===== config.mk =====
export PLATFORM = sky130hd
export DESIGN_NAME = axi_rd_arbiter
export DESIGN_NICKNAME = d
export VERILOG_FILES = /design/src/rtl/axi_rd_arbiter.sv
export SDC_FILE = /design/constraint.sdc
export NUM_CORES = 1
export LEC_CHECK = 0
export CORE_AREA = 2 2 143 145
export CTS_CLUSTER_SIZE = 24
export DETAILED_ROUTE_END_ITERATION = 8
export DIE_AREA = 0 0 145 147
export PLACE_DENSITY = 0.75
export SETUP_SLACK_MARGIN = 0.5
export SKIP_LAST_GASP = 1
export SYNTH_ARGS = -nofsm -noshare
export SYNTH_HDL_FRONTEND = slang
export SYNTH_SLANG_ARGS = --single-unit

===== constraint.sdc =====
create_clock -name clk -period 6.98 [get_ports clk]
set_input_delay 2.094 -clock clk [delete_from_list [all_inputs] [get_ports clk]]
set_output_delay 2.094 -clock clk [all_outputs]
set_load 0.02 [all_outputs]

===== src/rtl/axi_rd_arbiter.sv =====
// Two-port (fetch/load) read arbiter driving a single AXI4 AR/R channel.
// One single-beat transaction in flight; a streak counter keeps fetch from starving.
module axi_rd_arbiter #(
    parameter int ADDR_W          = 64,
    parameter int DATA_W          = 64,
    parameter int MAX_DATA_STREAK = 4
) (
    input  logic              clk,
    input  logic              rstn,

    input  logic              if_req_valid,
    output logic              if_req_ready,
    input  logic [ADDR_W-1:0] if_req_addr,
    output logic              if_rsp_valid,
    output logic              if_rsp_err,

    input  logic              mm_req_valid,
    output logic              mm_req_ready,
    input  logic [ADDR_W-1:0] mm_req_addr,
    input  logic [2:0]        mm_req_size,
    output logic              mm_rsp_valid,
    output logic              mm_rsp_err,

    output logic [DATA_W-1:0] rsp_data,

    output logic [3:0]        ARID,
    output logic [ADDR_W-1:0] ARADDR,
    output logic [7:0]        ARLEN,
    output logic [2:0]        ARSIZE,
    output logic [1:0]        ARBURST,
    output logic [2:0]        ARPROT,
    output logic              ARVALID,
    input  logic              ARREADY,

    input  logic [3:0]        RID,
    input  logic [DATA_W-1:0] RDATA,
    input  logic [1:0]        RRESP,
    input  logic              RLAST,
    input  logic              RVALID,
    output logic              RREADY,

    output logic [1:0]        dbg_state_o
);

    typedef enum logic [1:0] {
        S_IDLE = 2'd0,
        S_ADDR = 2'd1,
        S_DATA = 2'd2
    } state_t;

    localparam logic [2:0] MAX_STREAK = 3'(MAX_DATA_STREAK);

    state_t              state_q, state_d;
    logic [2:0]          streak_q, streak_d;
    logic [3:0]          arid_q, arid_d;
    logic [ADDR_W-1:0]   araddr_q, araddr_d;
    logic [2:0]          arsize_q, arsize_d;
    logic [1:0]          arburst_q, arburst_d;
    logic [2:0]          arprot_q, arprot_d;
    logic                err_flag_q, err_flag_d;
    logic                if_rsp_valid_q, if_rsp_valid_d;
    logic                mm_rsp_valid_q, mm_rsp_valid_d;
    logic                if_rsp_err_q, if_rsp_err_d;
    logic                mm_rsp_err_q, mm_rsp_err_d;
    logic [DATA_W-1:0]   rsp_data_q, rsp_data_d;

    logic contested;
    logic if_win;
    logic mm_win;
    logic beat_err;

    // Fetch wins when alone, or when loads have used up their contested streak.
    assign contested = if_req_valid && mm_req_valid;
    assign if_win    = if_req_valid && (!mm_req_valid || (streak_q == MAX_STREAK));
    assign mm_win    = mm_req_valid && !if_win;
    assign beat_err  = (RRESP != 2'b00) || (RID != arid_q) || err_flag_q;

    always_comb begin
        state_d        = state_q;
        streak_d       = streak_q;
        arid_d         = arid_q;
        araddr_d       = araddr_q;
        arsize_d       = arsize_q;
        arburst_d      = arburst_q;
        arprot_d       = arprot_q;
        err_flag_d     = err_flag_q;
        if_rsp_valid_d = 1'b0;
        mm_rsp_valid_d = 1'b0;
        if_rsp_err_d   = 1'b0;
        mm_rsp_err_d   = 1'b0;
        rsp_data_d     = rsp_data_q;
        if_req_ready   = 1'b0;
        mm_req_ready   = 1'b0;

        case (state_q)
            S_IDLE: begin
                if (if_win || mm_win) begin
                    if_req_ready = if_win;
                    mm_req_ready = mm_win;
                    state_d      = S_ADDR;
                    err_flag_d   = 1'b0;
                    arburst_d    = 2'b01;
                    if (if_win) begin
                        arid_d   = 4'd0;
                        araddr_d = if_req_addr;
                        arsize_d = 3'b010;
                        arprot_d = 3'b100;
                        streak_d = 3'd0;
                    end else begin
                        arid_d   = 4'd1;
                        araddr_d = mm_req_addr;
                        arsize_d = mm_req_size;
                        arprot_d = 3'b000;
                        streak_d = contested ? (streak_q + 3'd1) : 3'd0;
                    end
                end
            end
            S_ADDR: begin
                if (ARREADY) begin
                    state_d = S_DATA;
                end
            end
            S_DATA: begin
                if (RVALID) begin
                    if (RLAST) begin
                        rsp_data_d = RDATA;
                        state_d    = S_IDLE;
                        // arid_q[0] identifies the owner: 0 = fetch, 1 = load.
                        if (arid_q[0]) begin
                            mm_rsp_valid_d = 1'b1;
                            mm_rsp_err_d   = beat_err;
                        end else begin
                            if_rsp_valid_d = 1'b1;
                            if_rsp_err_d   = beat_err;
                        end
                    end else begin
                        err_flag_d = 1'b1;
                    end
                end
            end
            default: begin
                state_d = S_IDLE;
            end
        endcase
    end

    always_ff @(posedge clk) begin
        if (!rstn) begin
            state_q        <= S_IDLE;
            streak_q       <= 3'd0;
            arid_q         <= 4'd0;
            araddr_q       <= '0;
            arsize_q       <= 3'd0;
            arburst_q      <= 2'd0;
            arprot_q       <= 3'd0;
            err_flag_q     <= 1'b0;
            if_rsp_valid_q <= 1'b0;
            mm_rsp_valid_q <= 1'b0;
            if_rsp_err_q   <= 1'b0;
            mm_rsp_err_q   <= 1'b0;
            rsp_data_q     <= '0;
        end else begin
            state_q        <= state_d;
            streak_q       <= streak_d;
            arid_q         <= arid_d;
            araddr_q       <= araddr_d;
            arsize_q       <= arsize_d;
            arburst_q      <= arburst_d;
            arprot_q       <= arprot_d;
            err_flag_q     <= err_flag_d;
            if_rsp_valid_q <= if_rsp_valid_d;
            mm_rsp_valid_q <= mm_rsp_valid_d;
            if_rsp_err_q   <= if_rsp_err_d;
            mm_rsp_err_q   <= mm_rsp_err_d;
            rsp_data_q     <= rsp_data_d;
        end
    end

    assign ARVALID      = (state_q == S_ADDR);
    assign RREADY       = (state_q == S_DATA);
    assign ARID         = arid_q;
    assign ARADDR       = araddr_q;
    assign ARLEN        = 8'd0;
    assign ARSIZE       = arsize_q;
    assign ARBURST      = arburst_q;
    assign ARPROT       = arprot_q;
    assign if_rsp_valid = if_rsp_valid_q;
    assign mm_rsp_valid = mm_rsp_valid_q;
    assign if_rsp_err   = if_rsp_err_q;
    assign mm_rsp_err   = mm_rsp_err_q;
    assign rsp_data     = rsp_data_q;
    assign dbg_state_o  = state_q;

endmodule


Yosys cells after proc, flatten, opt, wreduce, memory -nomap -nowiden:

Cells that the tools add are included.

* flip-flop bits (word level): 149
* output and inout bits: 158
* input bits: 208
* word-level logic and storage cells: 67

* equality and inequality tests: 9
* reductions and logical operators: 19
* add/sub/neg operators: 1
* bitwise gates (word level): 4
* multiplexer cells: 21

Operators with widths (number)
* $mux W64: 1
* $mux W3: 4
* $reduce_and A4 Y1: 3
* $mux W1: 10
* $mux W2: 4
* $ne A2 B2 Y1 const B: 4
* $pmux W2 S3: 1
* $reduce_and A5 Y1: 1
* $reduce_or A5 Y1: 1
* $logic_or A1 B1 Y1: 4
* $ne A4 B4 Y1: 1
* $not A1 Y1: 4
* $reduce_bool A2 Y1: 2
* $add A3 B1 Y3 const B: 1
* $eq A3 B3 Y1 const B: 1
* $logic_and A1 B1 Y1: 3
* $reduce_and A3 Y1: 1
* $eq A2 B1 Y1 const B: 1
* $eq A2 B2 Y1 const B: 1
* $logic_not A1 Y1: 2
* $logic_not A2 Y1: 1
* $ne A2 B1 Y1 const B: 1
* $pmux W1 S2: 1
* $reduce_and A2 Y1: 1

Logic depth before layout (Yosys ltp):

* depth after elaboration: 8
* gate-level depth with buffers: 8
* mapped depth without buffers: 5

Least setup slack after synthesis:

Ideal clock, no wire load.

* path type: in2out
* start point: in if_req_valid
* end point: out if_req_ready
* stages: 6
* arrival: 3255 ps
* data required time: 4886 ps
* path buffers: 3
* slack: 1631 ps
* cells stage by stage: clkbuf_1 buf_2 nor3b_1 clkbuf_1 nand2_1 inv_1

* word-level cells in the longest chain between the ends: 6

RTL lines
* start: declaration: line 11 `input logic if_req_valid,`
* $logic_and A1 B1 Y1 (*): line 74 `assign if_win = if_req_valid && (!mm_req_valid || (streak_q == MAX_STREAK));`
* $logic_not A1 Y1: line 75 `assign mm_win = mm_req_valid && !if_win;`
* $logic_and A1 B1 Y1: line 75
* $logic_or A1 B1 Y1: line 97 `if (if_win || mm_win) begin`
* $mux W1 (*): line 97
* $mux W1 (*): line 95 `case (state_q)`
* end: declaration: line 12 `output logic if_req_ready,`

Mark *: on every way between the ends. The rest lies on a longest branch, timed or not.

Worst setup path in the final report:

* start point: in mm_req_valid
* end point: out mm_req_ready

* word-level cells in the longest chain between the ends: 8

RTL lines
* start: declaration: line 17 `input logic mm_req_valid,`
* $logic_not A1 Y1: line 74
* $logic_or A1 B1 Y1: line 74
* $logic_and A1 B1 Y1: line 74
* $logic_not A1 Y1: line 75
* $logic_and A1 B1 Y1: line 75
* $logic_or A1 B1 Y1: line 97
* $mux W1 (*): line 97
* $mux W1 (*): line 95
* end: declaration: line 18 `output logic mm_req_ready,`

Marks and branches as above.

==> impl_metrics.ini <==
[status]
status = completed

[critical_path]
cp_max_fo = 4
crit_family = buffers and inverters
worst-path-stages = 5
crit_chain = clkdlybuf4s50_1, nor3b_2, nand2_1, inv_1, clkdlybuf4s50_1
r2r-end = ARADDR[13]$_SDFFE_PN0P_
cp-startpoint = mm_req_valid
crit_path_end_kind = output port
startpoint_type = primary input
cp.arrival_ps = 3840
path_common_cell = clkdlybuf4s50_1
reg2reg_depth = 6
crit_buf_inv = 3
worstPathRequired_ps = 4890
r2r_start = streak_q[0]$_SDFFE_PN0P_
slowest_stage = clkdlybuf4s50_1
slowest_delay_ps = 680
path_class = in -> out
rrSetupSlack_ps = 4710

[clock_tree]
cts_resized = 0
cts_buffers = 17
cts_tree = built
h-tree-depth = 4
clk_pin_slew_ps = 70
clk_latency_ps = 410
cts_hold_buf = 0
post_cts_buffers = 0
ctsRootBufferMaster = clkbuf_16
clk_path_buf_depth = 2
cts_sinks = 144

[place]
hpwl_mm = 15.4
dp_slack_ps = 1050
port_buffers = 351
dp.cells = 1300
gp_congestion = 0.809

[sta]
hold_violations = 0
fin_setup_tns_ps = 0
tightest_slew_ps = 1070
max_freq_mhz = 168
drv_slew = 0
fin_crit_ps = 5940
finClkSkew_ps = 11.7
setup_violations = 0
rsz0062_at_grt = no
period_share_pct = 85.1
max_slew_margin_pct = 28.3
postLayoutSetupSlackWorst_ps = 1040

[drt]
vias = 6698
wl_met2_mm = 10.9
met3_length_mm = 1.91
viasPerCell = 5.03
drt_iter0_markers = 363
ant_nets = 0
routed.top_layer = met4
wl_per_cell_um = 17.1
firstDrtPassIters = 5
drc = 0
wirelength_mm = 22.7
wl_met1_mm = 9.51

[global_routing]
antenna_found_initial = 0
grt_start_max_net_pins = 110
grt_pass1_vias = 6396
grt_pass1_wl_mm = 35.3
grt_use_total_pct = 20.5
grt-ovfl-total = 0

[floorplanning]
core_mm2 = 0.0198
num_rows = 52
pin_count = 366
dieArea_mm2 = 0.0213
die_x_um = 145
die_h_um = 147
start_util_pct = 31.8

[yosys]
synth_area_leader_cell = dfxtp_1
syn_avg_cell_area_um2 = 8.44
yosys_warnings = 0
yosys.cell_types.count = 36
synth_seq_cells = 144
ys_seq_area_share_pct = 45.7
synth_top_area_share_pct = 45.7
synthesis.area_mm2 = 0.00631
syn_inst = 748
synthTopCellsByArea = dfxtp_1, nand2_1, o311a_1

[layout]
num_antenna_cells = 0
final_net_count = 1259
syn2layout_area_growth_pct = 65.6
fin_cells = 1332
drive_above_1_share_pct = 4.99

[worst_hold_path]
hold-path-cell-count = 2
worstHoldStart = rsp_data[21]$_SDFFE_PN0P_
hp-class = reg -> reg
whs_endpoint = rsp_data[21]$_SDFFE_PN0P_

[power]
finalPower_mw = 2.33
leakagePower_nw = 3.94
ir_worst_vdd_mv = 0.149
pwr_density_cell_mw_per_mm2 = 223

[job]
cap_violations = 0
## layout by cell type, fill, tap and decap left out, types with 3 or more instances in the layout
master,instances
nor2_1,4
o21bai_1,45
buf_4,11
clkinvlp_4,4
clkdlybuf4s50_1,349
clkbuf_16,17
dfxtp_1,144
nand3_1,41
nand4_1,3
a31oi_1,20
nand2_1,133
o311a_1,45
conb_1,14
and3_1,46
a21oi_1,71
a21boi_0,45
o21ai_0,26
inv_1,6
inv_6,5
inv_8,3
o21a_1,3
## worst max path at each step
stage                     slack [ps]            to
after global placement          1140  mm_req_ready
after CTS                       1050  mm_req_ready
after global routing            1010  mm_req_ready
after detailed placement        1050  mm_req_ready
after floorplan                 1630  if_req_ready
final                           1040  mm_req_ready
## synthesized netlist by cell type
| cell | count |
|---|---|
| clkbuf_1 | 68 |
| and4b_1 | 1 |
| buf_1 | 3 |
| nand2_1 | 133 |
| or2_1 | 1 |
| and3_1 | 46 |
| ha_1 | 2 |
| o21a_1 | 3 |
| a22oi_1 | 1 |
| o221a_2 | 1 |
| o211a_1 | 1 |
| buf_2 | 3 |
| inv_1 | 7 |
| a21boi_0 | 45 |
| buf_6 | 5 |
| a21oi_1 | 71 |
| a31oi_1 | 20 |
| nor3_1 | 2 |
| nor2b_1 | 2 |
| nand4_1 | 3 |
| nand3_1 | 41 |
| nor4_1 | 1 |
| conb_1 | 1 |
| a21bo_2 | 1 |
| a2111oi_0 | 1 |
| o311a_1 | 45 |
| nor3b_2 | 1 |
| nand2b_1 | 1 |
| nor2_1 | 5 |
| buf_4 | 14 |
| nor3b_1 | 1 |
| nand4b_1 | 2 |
| o21bai_1 | 45 |
| or2_0 | 1 |
| dfxtp_1 | 144 |
| o21ai_0 | 26 |
## metal layers
layer | vias to the layer above | GRT usage, %
met5 | - | 0
met4 | 0 | 6.44
met3 | 29 | 7.36
met2 | 273 | 33.8
met1 | 3148 | 25.2
li1 | 3248 | -
## worst register-to-register path, cell delays in order, from the launching register on
cell      delay [ps]
dfxtp_1          330
inv_1             80
ha_1             220
a21bo_2          160
buf_4            680
a21boi_0         330
o311a_1          370
## cell families after synthesis
group	count (synthesis)	share of synthesized area [%]
compound gates	260	28.6
simple gates	241	17.8
fa+ha+maj	2	0.396
other cells	1	0.0594
buf+inv	100	7.43
flops	144	45.7
## cell type report
cell class                 count  area [µm²]
clock buffer                  18         429
clock inverter                14         168
fill                        1844        9390
inverter                       7        26.3
multi-input combinational    517        3020
sequential                   144        2880
tap                          270         338
timing repair buffer         362        3590
## metrics by stage
step / cell area (µm²) / util [%] / hold WS, ps
2_1_floorplan: 6360 / - / 466
6_report: 10500 / 52.7 / 453
3_3_place_gp: 9860 / 49.7 / 441
4_1_cts: 10500 / 52.7 / 456
3_5_place_dp: 9860 / 49.7 / 447
5_1_grt: 10500 / 52.7 / 474
## registers in the layout, indices dropped and copies added (netlist names)
signal / cells
ARBURST: 1
mm_rsp_valid: 1
rsp_data: 64
if_rsp_err: 1
ARID: 1
dbg_state_o: 2
if_rsp_valid: 1
ARSIZE: 3
err_flag_q: 1
streak_q: 3
ARPROT: 1
ARADDR: 64
mm_rsp_err: 1
## report_power, final
part	internal [mW]	switching (mW)
registers	0.873	0.0304
logic	0.264	0.235
clock network	0.540	0.387
total	1.68	0.653
Power figures use the tool's default switching activity.
